### src/rtl/uart_mem_loader_if.sv
// Memory-write and status bundle driven by the UART memory loader.
interface uart_mem_loader_if;
    logic        mem_we;
    logic [31:0] mem_addr;
    logic [31:0] mem_wdata;
    logic        loading;
    logic        done;
    logic        frame_err;

    // Loader side drives the bundle.
    modport master (
        output mem_we, mem_addr, mem_wdata, loading, done, frame_err
    );

    // Memory / core side observes the bundle.
    modport slave (
        input mem_we, mem_addr, mem_wdata, loading, done, frame_err
    );
endinterface

### src/rtl/uart_mem_loader.sv
// UART 8N1 receiver that assembles little-endian 32-bit words and writes
// WORD_COUNT of them to consecutive word addresses, holding the core in
// reset (loading) until the image is complete.
module uart_mem_loader #(
    parameter int CLKS_PER_BIT = 868,
    parameter int WORD_COUNT   = 64
) (
    input  logic               clk,
    input  logic               reset,
    input  logic               rx,
    uart_mem_loader_if.master  bus
);

    localparam int CW = $clog2(CLKS_PER_BIT + 1);
    localparam int WW = $clog2(WORD_COUNT + 1);

    localparam logic [CW-1:0] HALF_BIT = CW'(CLKS_PER_BIT / 2);
    localparam logic [CW-1:0] LAST_CLK = CW'(CLKS_PER_BIT - 1);
    localparam logic [WW-1:0] WORD_END = WW'(WORD_COUNT);

    localparam logic [1:0] IDLE  = 2'd0;
    localparam logic [1:0] START = 2'd1;
    localparam logic [1:0] DATA  = 2'd2;
    localparam logic [1:0] STOP  = 2'd3;

    logic          rx_meta;
    logic          rx_sync;
    logic [1:0]    state;
    logic [CW-1:0] baud_cnt;
    logic [2:0]    bit_idx;
    logic [7:0]    shift_reg;
    logic [1:0]    byte_pos;
    logic [23:0]   word_buf;
    logic [WW-1:0] word_index;
    logic          full;
    logic          stop_tick;
    logic          byte_ok;
    logic          byte_bad;

    assign full      = (word_index == WORD_END);
    assign stop_tick = (state == STOP) && (baud_cnt == LAST_CLK);
    assign byte_ok   = stop_tick && rx_sync;
    assign byte_bad  = stop_tick && !rx_sync;

    // Two-flop synchronizer; flops reset to the idle line level.
    always_ff @(posedge clk) begin
        // NOTE: state registers use non-blocking assignments so every flop
        // samples pre-edge values regardless of statement order.
        if (reset) begin
            rx_meta <= 1'b1;
            rx_sync <= 1'b1;
        end else begin
            rx_meta <= rx;
            rx_sync <= rx_meta;
        end
    end

    // Receiver FSM: start-bit qualification, data-bit timing, stop check.
    always_ff @(posedge clk) begin
        if (reset) begin
            state    <= IDLE;
            baud_cnt <= '0;
            bit_idx  <= '0;
        end else begin
            case (state)
                IDLE: begin
                    baud_cnt <= '0;
                    bit_idx  <= '0;
                    if (!rx_sync) state <= START;
                end
                START: begin
                    if (baud_cnt == HALF_BIT) begin
                        baud_cnt <= '0;
                        state    <= rx_sync ? IDLE : DATA;
                    end else begin
                        baud_cnt <= baud_cnt + CW'(1);
                    end
                end
                DATA: begin
                    if (baud_cnt == LAST_CLK) begin
                        baud_cnt <= '0;
                        bit_idx  <= bit_idx + 3'd1;
                        if (bit_idx == 3'd7) state <= STOP;
                    end else begin
                        baud_cnt <= baud_cnt + CW'(1);
                    end
                end
                default: begin
                    if (baud_cnt == LAST_CLK) begin
                        baud_cnt <= '0;
                        state    <= IDLE;
                    end else begin
                        baud_cnt <= baud_cnt + CW'(1);
                    end
                end
            endcase
        end
    end

    // Datapath shift registers: serial bits in, accepted bytes in.
    always_ff @(posedge clk) begin
        // NOTE: no reset here; byte_pos and bit_idx decide when these hold
        // valid data, and every bit is overwritten before it is consumed.
        if (state == DATA && baud_cnt == LAST_CLK)
            shift_reg <= {rx_sync, shift_reg[7:1]};
        if (byte_ok && !full && byte_pos != 2'd3)
            word_buf <= {shift_reg, word_buf[23:8]};
    end

    // Word assembly and memory write strobe.
    always_ff @(posedge clk) begin
        if (reset) begin
            bus.mem_we    <= 1'b0;
            bus.mem_addr  <= '0;
            bus.mem_wdata <= '0;
            byte_pos      <= '0;
            word_index    <= '0;
        end else begin
            bus.mem_we <= 1'b0;
            if (byte_ok && !full) begin
                byte_pos <= byte_pos + 2'd1;
                if (byte_pos == 2'd3) begin
                    bus.mem_we    <= 1'b1;
                    bus.mem_wdata <= {shift_reg, word_buf};
                    bus.mem_addr  <= 32'({word_index, 2'b00});
                    word_index    <= word_index + WW'(1);
                end
            end
        end
    end

    // Status flags: completion lags the final write by one cycle.
    always_ff @(posedge clk) begin
        if (reset) begin
            bus.loading   <= 1'b1;
            bus.done      <= 1'b0;
            bus.frame_err <= 1'b0;
        end else begin
            bus.loading <= !full;
            bus.done    <= full;
            if (byte_bad) bus.frame_err <= 1'b1;
        end
    end

endmodule

### src/flat_wrapper.sv
// flat-port wrapper written by rule: the top's interface ports become plain ports
module uart_mem_loader_flat 
#(
    parameter int CLKS_PER_BIT = 868,
    parameter int WORD_COUNT   = 64
)
  (clk, reset, rx, bus_mem_we, bus_mem_addr, bus_mem_wdata, bus_loading, bus_done, bus_frame_err);
  uart_mem_loader_if bus_i ();
  input  logic clk;
  input  logic reset;
  input  logic rx;
  output wire logic [$bits(bus_i.mem_we)-1:0] bus_mem_we;
  output wire logic [$bits(bus_i.mem_addr)-1:0] bus_mem_addr;
  output wire logic [$bits(bus_i.mem_wdata)-1:0] bus_mem_wdata;
  output wire logic [$bits(bus_i.loading)-1:0] bus_loading;
  output wire logic [$bits(bus_i.done)-1:0] bus_done;
  output wire logic [$bits(bus_i.frame_err)-1:0] bus_frame_err;
  assign bus_mem_we = bus_i.mem_we;
  assign bus_mem_addr = bus_i.mem_addr;
  assign bus_mem_wdata = bus_i.mem_wdata;
  assign bus_loading = bus_i.loading;
  assign bus_done = bus_i.done;
  assign bus_frame_err = bus_i.frame_err;
  uart_mem_loader #(.CLKS_PER_BIT(CLKS_PER_BIT), .WORD_COUNT(WORD_COUNT)) u_core (.clk(clk), .reset(reset), .rx(rx), .bus(bus_i));
endmodule
### config.mk
export PLATFORM = sky130hd
export DESIGN_NAME = uart_mem_loader_flat
export DESIGN_NICKNAME = d
export VERILOG_FILES = /design/src/rtl/uart_mem_loader_if.sv /design/src/rtl/uart_mem_loader.sv /design/src/flat_wrapper.sv
export SDC_FILE = /design/constraint.sdc
export NUM_CORES = 1
export LEC_CHECK = 0
export ABC_CLOCK_PERIOD_IN_PS = 3750
export CAP_MARGIN = 20
export CORE_MARGIN = 1.5
export CORE_UTILIZATION = 45
export CTS_CLUSTER_SIZE = 25
export DETAILED_ROUTE_END_ITERATION = 10
export GPL_ROUTABILITY_DRIVEN = 0
export MAX_ROUTING_LAYER = met4
export PLACE_DENSITY = 0.7
export SLEW_MARGIN = 0
export SYNTH_ARGS = -nofsm -noshare
export SYNTH_HDL_FRONTEND = slang
export SYNTH_SLANG_ARGS = --single-unit
### constraint.sdc
create_clock -name clk -period 3.75 [get_ports clk]
set_input_delay 0.75 -clock clk [delete_from_list [all_inputs] [get_ports clk]]
set_output_delay 0.75 -clock clk [all_outputs]
set_load 0.02 [all_outputs]
# == After elaboration in Yosys (flattened, before gate mapping) ==
# Index checks and enable logic that the tools add are counted.
# Widths: inputs -> output; s select.
# word_totals
wordCells,61
romBits,0
ff_bits,101
latchBits,0
output_inout_bits,68
mem_count,0
ram_bits,0
inputBits,3
# classes
muxes,13
div_mod_pow,0
n_mul,0
n_addsub,4
reduce_logical,15
shifts,0
eq_ne,13
n_bitwise,1
magnitude_cmp,0
# ops
cell,count
$mux 10,2
$pmux 10 s2,1
$mux 2,6
$add 10x1->10 const B,1
$eq 10x10->1 const B,1
$eq 10x9->1 const B,1
$add 7x1->7 const B,1
$eq 7x7->1 const B,1
$eq 2x2->1 const B,3
$logic_and 1x1->1,6
$ne 2x1->1 const B,3
$pmux 2 s3,1
$pmux 3 s2,1
$reduce_and 5->1,1
$ne 2x2->1 const B,2
$reduce_and 2->1,2
$add 3x1->3 const B,1
$eq 3x3->1 const B,1
$mux 3,1
$reduce_bool 3->1,1
$add 2x1->2 const B,1
$eq 2x1->1 const B,1
$logic_not 1->1,2
$logic_not 2->1,1
other kinds (4),4

# == Depth between registers and ports, before layout ==
# Gate-level depths: netlist of the first run.
# depth
ltp_word,6
depth_mapped,7
depth_no_buf,6

# == Worst setup path before layout of the first run ==
# OpenSTA, ideal clock, no wires.
# synth_timing
kind,reg2reg
start,reg u_core.baud_cnt[0]
end,reg u_core.word_buf[0] (enable)
synth_period_minus_slack_ps,3451
path_stages_with_launch,7
setup_ps,435
setup_slack_ps,299
required_ps,3315
n_path_buf,2
arrival_time_ps,3016
path_cell_list,dfxtp_1 ha_1 and4bb_4 nand4_4 buf_6 clkbuf_1 nor3_1
# synth_via
elab_chain_len,5
# synth_lines
element,line_no,text
"start, declared",uart_mem_loader.sv:29,logic [CW-1:0] baud_cnt;
"start signal, assigned",uart_mem_loader.sv:76,baud_cnt <= baud_cnt + CW'(1);
"start signal, assigned",uart_mem_loader.sv:85,baud_cnt <= baud_cnt + CW'(1);
"start signal, assigned",uart_mem_loader.sv:93,baud_cnt <= baud_cnt + CW'(1);
$eq 10x10->1,uart_mem_loader.sv:41,assign stop_tick = (state == STOP) && (baud_cnt == LAST_CLK);
$logic_and 1x1->1,uart_mem_loader.sv:41,
$logic_and 1x1->1,uart_mem_loader.sv:42,assign byte_ok = stop_tick && rx_sync;
$logic_and 1x1->1 (2 in a row),uart_mem_loader.sv:106,if (byte_ok && !full && byte_pos != 2'd3)
"end signal, assigned",uart_mem_loader.sv:107,"word_buf <= {shift_reg, word_buf[23:8]};"
"end, declared",uart_mem_loader.sv:33,logic [23:0] word_buf;
# No other way between the ends.
# A chain may end at the register's enable or synchronous reset.

# == Final worst setup path of the first run ==
# layout_timing
start,reg u_core.baud_cnt[0]
end,reg u_core.word_index[6]
# layout_via
elab_chain_len,5
# layout_lines
element,line_no,text
$eq 10x10->1,uart_mem_loader.sv:41,
$logic_and 1x1->1,uart_mem_loader.sv:41,
$logic_and 1x1->1,uart_mem_loader.sv:42,
$logic_and 1x1->1,uart_mem_loader.sv:120,if (byte_ok && !full) begin
$reduce_and 2->1 (no line),n/a,
"end signal, assigned",uart_mem_loader.sv:126,word_index <= word_index + WW'(1);
"end, declared",uart_mem_loader.sv:34,logic [WW-1:0] word_index;
# No other way between the ends.

==> results of run 1 <==
==> per-stage QoR <==
stage               cell area, sq um  setup WS [ns]  hold WS (ns)  total power (W)
floorplan                       4240          0.299         0.389          0.00121
global placement                4540           1.38         0.393          0.00120
detailed placement              4540           1.35         0.399          0.00120
CTS                             4740           1.34         0.421          0.00190
global route                    4740           1.08         0.460          0.00196
finish                          4740           1.35         0.420          0.00187
==> layer usage <==
metal | part of all wire | global-route usage
met1 | 0.46 | 0.223
met2 | 0.50 | 0.282
met4 | 0.0057 | 0.0549
met3 | 0.031 | 0.0319
met5 | 0 | -
==> how the worst min path moves through the flow <==
stage	to	depth (start not counted)	slack, ns
after CTS	u_core.rx_sync	1	0.42
after global placement	u_core.rx_sync	1	0.39
final	u_core.rx_sync	1	0.42
after detailed placement	u_core.rx_sync	1	0.40
after floorplan	u_core.rx_sync	1	0.39
after global routing	u_core.rx_sync	1	0.46
==> Yosys cell counts (3+ instances only) <==
| cell type | n | area share |
|---|---|---|
| a21oi_1 | 48 | 0.058 |
| buf_2 | 8 | 0.0096 |
| buf_4 | 25 | 0.045 |
| clkbuf_1 | 24 | 0.022 |
| dfxtp_1 | 69 | 0.33 |
| edfxtp_1 | 32 | 0.23 |
| ha_1 | 7 | 0.021 |
| inv_1 | 6 | 0.0054 |
| nand2_1 | 7 | 0.0063 |
| nand3_1 | 9 | 0.011 |
| nand4_1 | 47 | 0.071 |
| nand4b_1 | 3 | 0.0063 |
| nor2_1 | 15 | 0.014 |
| nor3b_1 | 3 | 0.0054 |
| o21ai_0 | 39 | 0.047 |
| o21ai_1 | 6 | 0.0072 |
| o31ai_1 | 4 | 0.0072 |
| or2_2 | 3 | 0.0045 |
| or3_1 | 4 | 0.0060 |
| or4_1 | 4 | 0.0072 |
| xnor2_1 | 3 | 0.0063 |
| xor2_1 | 5 | 0.011 |
==> final cells by class <==
cell class / count / area share
Tap cell: 108 / 0.0285
Clock inverter: 6 / 0.0164
Clock buffer: 10 / 0.0269
Inverter: 6 / 0.00475
Multi-Input combinational cell: 257 / 0.323
Sequential cell: 101 / 0.494
Timing Repair Buffer: 53 / 0.107
==> power by group through the flow <==
stage / logic [W] / registers [W] / clock network, W
2_1_floorplan: 0.0000623 / 0.00115 / 0
3_3_place_gp: 0.0000467 / 0.00115 / 0
3_5_place_dp: 0.0000469 / 0.00115 / 0
4_1_cts: 0.0000469 / 0.00112 / 0.000726
5_1_grt: 0.0000519 / 0.00113 / 0.000780
6_report: 0.0000473 / 0.00112 / 0.000703
==> cell families after synthesis <==
family          Yosys count  share of synthesized area
compound gates          109                      0.145
simple gates            108                      0.162
flops                   101                      0.564
buf+inv                  67                     0.0898
xor+xnor                  8                     0.0169
fa+ha+maj                 7                     0.0211
other cells               1                   0.000904
==> placed cells by master, fill, tap and decap left out, drive strengths merged, types with 10 or more instances in the layout <==
cell,synthesis,layout
a21oi,48,48
clkbuf,26,10
nor2,15,15
nand4,48,48
dfxtp,69,69
clkdlybuf4s50,0,44
o21ai,45,45
conb,1,25
edfxtp,32,32
==> impl_metrics.py, run 1 <==
metrics = {
    "power_and_ir_drop": {
        "p_sw_w": 0.000425,
        "pwr-share-clk": 0.375,
        "sequentialPowerShare": 0.600,
        "p_int_w": 0.00145,
        "powerDensity_nw_per_um2": 395,
        "peakVddDrop_v": 0.000267,
        "power.leakage_nw": 1.53,
        "p_comb_frac": 0.025,
        "p_sw_frac": 0.227,
    },
    "cells_and_area": {
        "drive_gt1_frac": 0.0785,
        "fillers": 783,
        "nets": 438,
        "largest_register_ff_count": 32,
        "fin_cells": 541,
        "area_growth_syn_to_layout_pct": 14.2,
        "top_register": "u_core.bus.mem_wdata",
        "multiInputGateArea_sq_um": 1530,
        "top_regs": "u_core.bus.mem_wdata: 32 flops, u_core.word_buf: 24 flops, u_core.baud_cnt: 10 flops",
        "regArea_sq_um": 2340,
        "utilization": 0.536,
        "n_antenna_cell": 0,
    },
    "clocking": {
        "clock-root-buffer": "clkbuf_8",
        "cts_sinks": 101,
        "insertion_delay_ns": 0.35,
        "path_clk_slew_ns": 0.10,
        "htree_levels": 3,
        "cts_setup_buffers": 0,
        "cts_resized": 0,
        "cts_tree": "built",
        "ctsHoldBuffers": 0,
        "cts_made_buffers": 9,
        "ctsLongestPathBuffers": 2,
    },
    "timing": {
        "finalClockSkew_ns": 0.0112,
        "timing.final.crit_share": 0.641,
        "hold_viol": 0,
        "worst_slew_pin_slew_ns": 0.633,
        "slew_viol_final": 0,
        "finalSetupViolCount": 0,
        "timing.final.crit_period_ns": 2.40,
        "rsz0062_at_grt": "no",
        "maxSlewHeadroom": 0.578,
        "fin_setup_tns_ns": 0,
        "fmax_mhz": 416,
    },
    "setup_path": {
        "critical_path_class": "reg2reg",
        "crit_arrival_ns": 2.63,
        "crit_family": "simple AND/OR/NAND/NOR gates",
        "slowest_delay_ns": 0.48,
        "worstPathRequired_ns": 3.98,
        "slowest_stage": "nand4_4",
        "endpoint": "u_core.word_index[6]",
        "worstPathCellList": "ha_1, and4bb_4, nand4_4, buf_4, o311ai_0, o41ai_1",
        "reg2reg_depth": 6,
        "cp-start-kind": "flip-flop",
        "crit_start": "u_core.baud_cnt[0]",
        "critPathBufInv": 1,
        "cp.depth": 6,
        "r2r_slack_ns": 1.35,
        "cp_max_fo": 46,
        "reg2reg_from": "u_core.baud_cnt[0]",
        "endpoint_kind": "flip-flop",
        "r2r-end": "u_core.word_index[6]",
    },
    "grt": {
        "grt_max_degree": 48,
        "antenna_found_initial": 0,
        "grt_pass1_vias": 2804,
        "track_usage": 0.175,
        "overflow": 0,
        "grt_pass1_wl_mm": 13.6,
    },
    "yosys": {
        "synthArstFlopShare": 0,
        "syn_area_sq_um": 4150,
        "ys_seq_area_frac": 0.564,
        "ys_types": 46,
        "ys_ff_latch": 101,
        "synth_flop_cell": "dfxtp_1",
        "synth-edff-count": 32,
        "synth_cells": 401,
        "avgSynthCellArea_sq_um": 10.3,
        "yosys_warnings": 0,
    },
    "min_path": {
        "min_from": "u_core.rx_meta",
        "hp-class": "reg2reg",
    },
    "place": {
        "portBuffers": 45,
        "hpwl_mm": 5.14,
        "dpl.cell_count": 525,
    },
    "drt": {
        "drtIter0Drc": 149,
        "dr_total_vias": 2971,
        "dr.pass1.iters": 4,
        "drcViolationCount": 0,
        "antenna_left": 0,
        "drt_wl_total_mm": 7.86,
        "viasPerCell": 5.49,
        "avgRoutedWirePerCell_um": 14.5,
    },
    "die": {
        "core_sq_um": 8850,
        "die-width_um": 99.0,
        "num_rows": 34,
        "ioPinCount": 71,
        "dieHeight_um": 99.0,
        "start_util": 0.469,
        "dieArea_sq_um": 9810,
    },
    "job": {
        "drv_cap": 0,
    },
    "status": {
        "status": "complete, no violations",
    },
}
Power figures use the tool's default switching activity.
==> run 2: changes to the inputs <==
--- a/config.mk
+++ b/config.mk
@@ -5,7 +5,7 @@
 export SDC_FILE = /design/constraint.sdc
 export NUM_CORES = 1
 export LEC_CHECK = 0
-export ABC_CLOCK_PERIOD_IN_PS = 3750
+export ABC_CLOCK_PERIOD_IN_PS = 2500
 export CAP_MARGIN = 20
 export CORE_MARGIN = 1.5
 export CORE_UTILIZATION = 45
==> constraint.sdc (replaced) <==
create_clock -name clk -period 2.5 [get_ports clk]
set_input_delay 0.5 -clock clk [delete_from_list [all_inputs] [get_ports clk]]
set_output_delay 0.5 -clock clk [all_outputs]
set_load 0.02 [all_outputs]
==> run 2 against run 1 <==
Die area unchanged; core utilization up 0.21 points; non-clock buffer count up 5; worst setup slack worse by 1.1 ns; clock skew up 0.0026 ns; critical path depth down 1; worst hold slack worse by 0.046 ns; combinational power up 62%; global-route usage up 0.67 points; routed wire length up 6.0%; cell count up 0.92%; critical path type unchanged; largest power group unchanged.
==> impl_metrics.py, run 2 (synthesized netlist as in run 1, its figures left out) <==
metrics = {
    "clocking": {
        "cts_made_buffers": 9,
        "cts_tree": "built",
        "cts_resized": 0,
        "path_clk_slew_ns": 0.10,
        "htree_levels": 3,
        "cts_setup_buffers": 0,
        "cts_sinks": 101,
        "insertion_delay_ns": 0.38,
        "clock-root-buffer": "clkbuf_8",
        "ctsLongestPathBuffers": 2,
        "ctsHoldBuffers": 0,
    },
    "drt": {
        "drcViolationCount": 0,
        "avgRoutedWirePerCell_um": 15.3,
        "drt_wl_total_mm": 8.33,
        "antenna_left": 0,
        "drtIter0Drc": 197,
        "dr_total_vias": 3092,
        "dr.pass1.iters": 5,
        "viasPerCell": 5.66,
    },
    "setup_path": {
        "worstPathRequired_ns": 2.55,
        "slowest_stage": "dfxtp_1",
        "endpoint_kind": "flip-flop",
        "slowest_delay_ns": 0.40,
        "cp_max_fo": 32,
        "crit_arrival_ns": 2.29,
        "critical_path_class": "reg2reg",
        "cp-start-kind": "flip-flop",
        "worstPathCellList": "ha_1, and4bb_4, nand4_4, nor3_4, buf_4",
    },
    "grt": {
        "track_usage": 0.181,
        "grt_pass1_vias": 2898,
        "grt_max_degree": 43,
        "grt_pass1_wl_mm": 13.8,
        "antenna_found_initial": 0,
        "overflow": 0,
    },
    "timing": {
        "hold_viol": 0,
        "finalSetupViolCount": 0,
        "fmax_mhz": 446,
        "slew_viol_final": 0,
        "timing.final.crit_share": 0.898,
        "finalClockSkew_ns": 0.0138,
        "timing.final.crit_period_ns": 2.24,
        "maxSlewHeadroom": 0.597,
        "worst_slew_pin_slew_ns": 0.602,
        "fin_setup_tns_ns": 0,
        "rsz0062_at_grt": "no",
    },
    "power_and_ir_drop": {
        "p_sw_w": 0.000657,
        "p_comb_frac": 0.028,
        "power.leakage_nw": 1.54,
        "powerDensity_nw_per_um2": 572,
        "pwr-share-clk": 0.353,
        "peakVddDrop_v": 0.000351,
        "p_int_w": 0.00207,
        "p_sw_frac": 0.241,
        "sequentialPowerShare": 0.619,
    },
    "status": {
        "status": "complete, no violations",
    },
    "die": {
        "dieHeight_um": 99.0,
        "die-width_um": 99.0,
        "start_util": 0.469,
        "ioPinCount": 71,
        "dieArea_sq_um": 9810,
        "core_sq_um": 8850,
        "num_rows": 34,
    },
    "place": {
        "dpl_cell_area_sq_um": 4580,
        "portBuffers": 45,
        "hpwl_mm": 5.51,
    },
    "min_path": {
        "hp-class": "in2reg",
    },
    "cells_and_area": {
        "final_cell_mix": "dfxtp_1 (69), a21oi_1 (48), nand4_1 (47)",
        "drive_gt1_frac": 0.0890,
        "area_growth_syn_to_layout_pct": 14.7,
        "largest_register_ff_count": 32,
        "mostFrequentLayoutCell": "dfxtp_1",
        "fillers": 779,
        "top_register": "u_core.bus.mem_wdata",
        "nets": 443,
        "top_regs": "u_core.bus.mem_wdata: 32 flops, u_core.word_buf: 24 flops, u_core.baud_cnt: 10 flops",
        "n_antenna_cell": 0,
        "stdcell_area_sq_um": 4760,
    },
    "job": {
        "drv_cap": 0,
    },
}
==> run 2: power groups by stage <==
| stage | Sequential (W) | Combinational, W | Clock (W) |
|---|---|---|---|
| 5_1_grt | 0.00169 | 0.0000835 | 0.00105 |
| 2_1_floorplan | 0.00172 | 0.0000937 | 0 |
| 3_3_place_gp | 0.00172 | 0.0000749 | 0 |
| 6_report | 0.00169 | 0.0000765 | 0.000962 |
| 3_5_place_dp | 0.00172 | 0.0000758 | 0 |
| 4_1_cts | 0.00169 | 0.0000758 | 0.000991 |
==> run 2: through the flow <==
step	setup slack (ns)	hold WS [ns]	utilization	std cells	total power, W
after detailed placement	0.250	0.433	0.518	530	0.00180
after global placement	0.341	0.399	0.518	530	0.00180
final	0.255	0.374	0.538	546	0.00272
after CTS	0.240	0.368	0.538	546	0.00275
after global routing	0.0989	0.388	0.538	546	0.00282
after floorplan	0.123	0.389	-	425	0.00181
==> run 2: layout make-up <==
cell class	count	area, sq um	area share
clock buffer	9	124	0.0260
clock inverter	7	56.3	0.0118
inverter	6	22.5	0.00473
multi-input combinational	257	1540	0.323
sequential	101	2340	0.492
tap	108	135	0.0284
timing repair buffer	58	543	0.114
==> run 2: path summary, 6_finish.rpt <==
path / slack, ns / from / cells after the start / endpoint
setup / recovery: 0.26 / u_core.baud_cnt[0] / 5 / u_core.word_buf[14]
hold / removal: 0.37 / reset / 2 / u_core.word_index[1]
hold reg to reg: 0.45 / u_core.rx_meta / 1 / u_core.rx_sync
setup reg to reg: 0.26 / u_core.baud_cnt[0] / 5 / u_core.word_buf[14]
==> run 2: layer usage <==
layer  routed length (um)  vias up  part of all wire  global-route usage
li1                     -     1499                 -                   -
met1                 3670     1514              0.44               0.224
met2                 4210       72              0.50               0.298
met3                  369        7             0.044              0.0383
met4                   80        0            0.0096              0.0582
met5                    0        -                 0                   -
==> run 2: worst max-delay path, delay by kind of cell, from the launching register on <==
family	cells	cell delay [ns]
AND/OR/NAND/NOR	3	0.96
buffers and inverters	1	0.33
adder cells (fa/ha/maj)	1	0.23
flip-flops	1	0.40
